## config.mk

```make
export PLATFORM = sky130hd
export DESIGN_NAME = rgb_pixel_aligner
export DESIGN_NICKNAME = d
export VERILOG_FILES = /design/src/rtl/rgb_pixel_aligner.sv
export SDC_FILE = /design/constraint.sdc
export NUM_CORES = 1
export LEC_CHECK = 0
export BUFFER_PORTS_ARGS = -buffer_cell sky130_fd_sc_hd__buf_2
export CORE_UTILIZATION = 30
export CTS_CLUSTER_SIZE = 12
export DETAILED_ROUTE_END_ITERATION = 8
export PLACE_DENSITY = 0.44
export SLEW_MARGIN = 20
export SYNTH_ARGS = -nofsm -noshare
export SYNTH_HDL_FRONTEND = slang
export SYNTH_SLANG_ARGS = --single-unit
```

## constraint.sdc

```tcl
create_clock -name clk -period 3.8 [get_ports clk]
set_clock_uncertainty 0.1 [all_clocks]
set_input_delay 0.19 -clock clk [delete_from_list [all_inputs] [get_ports clk]]
set_output_delay 0.19 -clock clk [all_outputs]
set_load 0.1 [all_outputs]
```

## src/rtl/rgb_pixel_aligner.sv

```systemverilog
// Re-aligns three independently timed 8-bit colour streams into 24-bit pixels.
// Each channel has its own FIFO; the output register uses a valid/ready handshake and frame completion is reported.
module rgb_pixel_aligner #(
    parameter int DEPTH = 16,
    parameter int AW    = 4,
    parameter int CNT_W = 16
) (
    input  logic             clk,
    input  logic             rst,
    input  logic [2:0]       valid,
    input  logic [2:0]       done,
    input  logic [7:0]       R,
    input  logic [7:0]       G,
    input  logic [7:0]       B,
    input  logic             pix_ready,
    output logic             pix_valid,
    output logic [23:0]      pix_rgb,
    output logic             frame_done,
    output logic [CNT_W-1:0] frame_pixels,
    output logic [2:0]       overflow
);

    typedef enum logic [0:0] {
        STREAM = 1'b0,
        FLUSH  = 1'b1
    } state_t;

    localparam logic [AW:0] FULL = (AW + 1)'(DEPTH);

    logic [7:0]       mem_r     [3][DEPTH];
    logic [AW-1:0]    wr_ptr_r  [3];
    logic [AW-1:0]    rd_ptr_r  [3];
    logic [AW:0]      cnt_r     [3];
    logic [7:0]       din_s     [3];
    logic [2:0]       wr_s;
    logic [2:0]       ovf_s;
    logic             pop_s;
    logic             hs_s;
    logic             all_empty_s;
    logic             all_done_s;
    logic             end_ok_s;
    logic             fire_s;
    logic [23:0]      head_s;
    logic [2:0]       latch_r;
    logic [CNT_W-1:0] pix_cnt_r;
    logic [CNT_W-1:0] pix_cnt_nxt_s;
    state_t           state_r;
    state_t           state_s;

    // Write/pop qualification; pops only see registered counts, so a write into an empty FIFO is not bypassed
    always_comb begin
        din_s[0]    = R;
        din_s[1]    = G;
        din_s[2]    = B;
        wr_s        = 3'b000;
        ovf_s       = 3'b000;
        pop_s       = (cnt_r[0] != '0) && (cnt_r[1] != '0) && (cnt_r[2] != '0) &&
                      (!pix_valid || pix_ready);
        hs_s        = pix_valid & pix_ready;
        all_empty_s = (cnt_r[0] == '0) && (cnt_r[1] == '0) && (cnt_r[2] == '0);
        all_done_s  = &latch_r;
        end_ok_s    = all_done_s && all_empty_s && (!pix_valid || pix_ready);
        head_s      = {mem_r[0][rd_ptr_r[0]], mem_r[1][rd_ptr_r[1]], mem_r[2][rd_ptr_r[2]]};
        pix_cnt_nxt_s = pix_cnt_r + {{(CNT_W-1){1'b0}}, hs_s};
        for (int i = 0; i < 3; i++) begin
            wr_s[i]  = valid[i] && ((cnt_r[i] != FULL) || pop_s);
            ovf_s[i] = valid[i] && (cnt_r[i] == FULL) && !pop_s;
        end
    end

    // FIFO storage; contents need no reset because counts gate every read
    always_ff @(posedge clk) begin
        for (int i = 0; i < 3; i++) begin
            if (wr_s[i] && !rst) begin
                mem_r[i][wr_ptr_r[i]] <= din_s[i];
            end
        end
    end

    // FIFO pointers and occupancy counts
    always_ff @(posedge clk) begin
        if (rst) begin
            for (int i = 0; i < 3; i++) begin
                wr_ptr_r[i] <= '0;
                rd_ptr_r[i] <= '0;
                cnt_r[i]    <= '0;
            end
        end else begin
            for (int i = 0; i < 3; i++) begin
                if (wr_s[i]) begin
                    wr_ptr_r[i] <= wr_ptr_r[i] + 1'b1;
                end
                if (pop_s) begin
                    rd_ptr_r[i] <= rd_ptr_r[i] + 1'b1;
                end
                case ({wr_s[i], pop_s})
                    2'b10:   cnt_r[i] <= cnt_r[i] + 1'b1;
                    2'b01:   cnt_r[i] <= cnt_r[i] - 1'b1;
                    default: cnt_r[i] <= cnt_r[i];
                endcase
            end
        end
    end

    // Output pixel register with hold under backpressure
    always_ff @(posedge clk) begin
        if (rst) begin
            pix_valid <= 1'b0;
            pix_rgb   <= 24'h000000;
        end else if (pop_s) begin
            pix_valid <= 1'b1;
            pix_rgb   <= head_s;
        end else if (pix_ready) begin
            pix_valid <= 1'b0;
        end
    end

    // Frame FSM: FLUSH waits for buffered pixels to drain once every channel has signalled done
    always_comb begin
        state_s = state_r;
        fire_s  = 1'b0;
        case (state_r)
            STREAM: begin
                if (all_done_s) begin
                    if (end_ok_s) begin
                        fire_s = 1'b1;
                    end else begin
                        state_s = FLUSH;
                    end
                end else begin
                    state_s = STREAM;
                end
            end
            FLUSH: begin
                if (end_ok_s) begin
                    fire_s  = 1'b1;
                    state_s = STREAM;
                end else begin
                    state_s = FLUSH;
                end
            end
            default: state_s = STREAM;
        endcase
    end

    // Frame bookkeeping: done latches (set beats clear), pixel counting, sticky overflow
    always_ff @(posedge clk) begin
        if (rst) begin
            state_r      <= STREAM;
            latch_r      <= 3'b000;
            pix_cnt_r    <= '0;
            frame_done   <= 1'b0;
            frame_pixels <= '0;
            overflow     <= 3'b000;
        end else begin
            state_r    <= state_s;
            frame_done <= fire_s;
            latch_r    <= (fire_s ? 3'b000 : latch_r) | done;
            overflow   <= overflow | ovf_s;
            if (fire_s) begin
                frame_pixels <= pix_cnt_nxt_s;
                pix_cnt_r    <= '0;
            end else begin
                pix_cnt_r    <= pix_cnt_nxt_s;
            end
        end
    end

endmodule
```

==> impl_metrics.py <==
metrics = {
    "run_status": {
        "status": "finished clean",
    },
    "route": {
        "drtIter0Drc": 559,
        "viasPerCell": 4.64,
        "drc": 0,
        "wl_per_cell_um": 20.4,
        "num_vias": 9871,
        "ant_nets": 0,
        "first_pass_iters": 4,
        "routed_wl_um": 43400,
    },
    "synthesis": {
        "yosysWarnings": 0,
        "synth.area.top_cells": "edfxtp_1 66%, mux4_2 11%, dfxtp_1 6.6%",
        "synth_compound_area_share_pct": 3.03,
        "netlist_area_um2": 19300,
        "synth_top_family_by_area": "multiplexers",
        "synth_area_per_cell_um2": 18.1,
        "ys_types": 53,
        "synthXorXnorAreaFrac_pct": 1.72,
        "netlist_instances": 1070,
        "synth_edf_count": 423,
        "synth_area_leader_cell": "edfxtp_1",
        "synth.top_cell.area_share_pct": 65.7,
        "ys_seq_area_share_pct": 72.3,
        "synthSimpleGateAreaFrac_pct": 5.68,
        "synthAdderAreaFrac_pct": 2.02,
        "async_reset_ff_share_pct": 0,
        "synth.area.mux_share_pct": 13.7,
        "dominantRegCellSynth": "edfxtp_1",
        "ys_seq_elements": 487,
        "mappedNetlistNets": 1133,
    },
    "sta": {
        "slew_headroom_pct": 28.2,
        "rsz0062_at_grt": "false",
        "worst_slew_pin_slew_ps": 1080,
        "tns_ps": 0,
        "fin_crit_sh_pct": 85.9,
        "post-route-min-period_ps": 3260,
        "max_freq_mhz": 306,
        "finalHoldWorstSlack_ps": 81.5,
        "finalSetupViolCount": 0,
        "final_max_slew_viol_count": 0,
        "hold_viol": 0,
    },
    "setup_path": {
        "critPathMaxFanout": 8,
        "crit_arrival_ps": 3510,
        "end_kind": "register",
        "crit_type": "register to register",
        "required_ps": 4040,
        "critPathLaunchType": "register",
    },
    "floorplanning": {
        "die_x_um": 256,
        "core-area_um2": 63400,
        "rows": 92,
        "die_area_um2": 65500,
        "start_util_pct": 30.5,
        "fp.dieH_um": 256,
        "io_pins": 78,
    },
    "cts": {
        "clk_latency_ps": 600,
        "numCtsBuffers": 54,
        "cts_sinks": 487,
        "cts_tree": "done",
        "clock_tree.root_cell": "clkbuf_16",
        "clockBufferDepth": 3,
        "cts-htree-levels": 2,
        "clk_pin_slew_ps": 60,
        "cts_resized": 0,
    },
    "layout": {
        "area_delta_synth_final_pct": 18.8,
        "drive_gt1_share_pct": 24.1,
        "final_area_um2": 23000,
        "fillers": 5995,
        "antenna_cells": 0,
        "nets": 1299,
        "final_cell_count_no_fill": 2127,
    },
    "global_routing": {
        "grt_pass1_vias": 10400,
        "antenna_found_initial": 0,
        "grtUsageTotal_pct": 13.3,
        "overflow": 0,
        "grt_pass1_wl_um": 65900,
        "grt_max_degree": 36,
    },
    "power": {
        "total_leakage_power_nw": 7.77,
        "vdd.ir_drop.worst_uv": 416,
        "powerDensity_nw_per_um2": 690,
    },
    "job": {
        "max_cap_viol_count": 0,
    },
    "placement": {
        "gp_congestion": 0.725,
        "dp.cells": 1991,
        "io_buffers": 77,
        "placed_area_um2": 20900,
        "post-dp-hpwl_um": 26900,
    },
    "hold_path": {
        "hold_class": "input pin to register",
    },
}
[registers in the layout (all words and copies together) (netlist names)]
name          count
mem_r           384
pix_rgb          24
frame_pixels     16
pix_cnt_r        16
cnt_r            15
rd_ptr_r         12
wr_ptr_r         12
latch_r           3
overflow          3
frame_done        1
pix_valid         1
[power by group]
group / total [W] / switching (W) / internal [W]
clock network: 0.00501 / 0.00207 / 0.00293
logic: 0.00412 / 0.00254 / 0.00158
registers: 0.00673 / 0.000359 / 0.00637
[layout by cell type, fill, tap and decap left out, types with 20 or more instances in the layout]
cell type and instances:
xnor2_1 20, buf_2 77, ha_1 28, buf_4 46, clkbuf_1 20, nor2_1 81
o221ai_1 24, dfxtp_1 64, dlygate4sd3_1 35, mux2i_1 48, inv_1 23, nand2_1 54
mux4_2 96, edfxtp_1 423, clkbuf_16 55
[path summary, 6_finish.rpt]
check              startpoint          end  slack [ps]  depth (start not counted)
setup / recovery  cnt_r[2][0]  cnt_r[1][4]         540                         13
hold / removal            rst  cnt_r[0][3]          80                          3
setup reg to reg  cnt_r[2][0]  cnt_r[1][4]         540                         13
hold reg to reg   pix_rgb[14]  pix_rgb[14]         360                          2
[worst max-delay path: stages (launching register included)]
cell and delay (ps):
edfxtp_1 400, inv_1 80, ha_1 210, or4b_4 230, nand2_2 90, nor2_2 300
inv_2 150, or3_1 370, fa_1 410, nand2b_1 150, a21oi_1 170, xnor2_1 160
xnor2_1 140, nor2_1 50
[logic make-up (layout without fill, tap and decap cells)]
kind of cell / Yosys count / after routing
buffers and inverters: 73 / 284
xor gates and xnor gates: 38 / 38
adders and majority gates: 30 / 30
muxes: 144 / 144
AOI/OAI and AO/OA: 70 / 70
DFF: 487 / 487
and+or+nand+nor: 228 / 228
[per-stage QoR]
stage	util, %	setup slack [ps]	total power, W
2_1_floorplan	-	631	0.00984
3_3_place_gp	33.0	585	0.0110
3_5_place_dp	33.0	523	0.0110
4_1_cts	36.2	518	0.0161
5_1_grt	36.2	304	0.0167
6_report	36.2	536	0.0159
[Yosys cell counts, drive strengths merged (2+ instances only)]
library cell / count
edfxtp: 423
mux4: 96
nor2: 82
dfxtp: 64
nand2: 55
mux2i: 48
clkbuf: 28
ha: 28
inv: 25
o221ai: 24
buf: 20
xnor2: 20
and3: 18
xor2: 18
nor3: 16
o2bb2ai: 15
nand3: 13
and2: 8
a21oi: 7
nand2b: 6
nand4: 6
a22o: 5
nor2b: 5
o21ai: 5
nor4: 4
or3: 4
or4: 4
a21o: 3
and4: 3
a31oi: 2
a41oi: 2
fa: 2
nor4bb: 2
o211ai: 2
[area by class of cell]
| cell class | instances | area [um2] | share of cell area, % |
|---|---|---|---|
| clock buffer | 79 | 1500 | 6.53 |
| clock inverter | 22 | 189 | 0.822 |
| inverter | 25 | 93.8 | 0.408 |
| multi-input combinational | 510 | 5070 | 22.1 |
| sequential | 487 | 14000 | 60.9 |
| tap | 846 | 1060 | 4.61 |
| timing repair buffer | 158 | 1080 | 4.70 |
[repair_timing]
action	CTS	global route
buffers inserted	0	0
hold buffers	35	0
hold endpoints to repair	394	0
endpoints found under the setup margin	0	0
[per-layer routing]
metal,track usage [%],share of wire (%),wire [um]
met1,17.7,45,19600
met5,0,0,0
met2,22.0,48,21000
met4,4.32,2.2,971
met3,2.52,4.1,1780
Note: power is estimated with default switching activity, not from simulation.
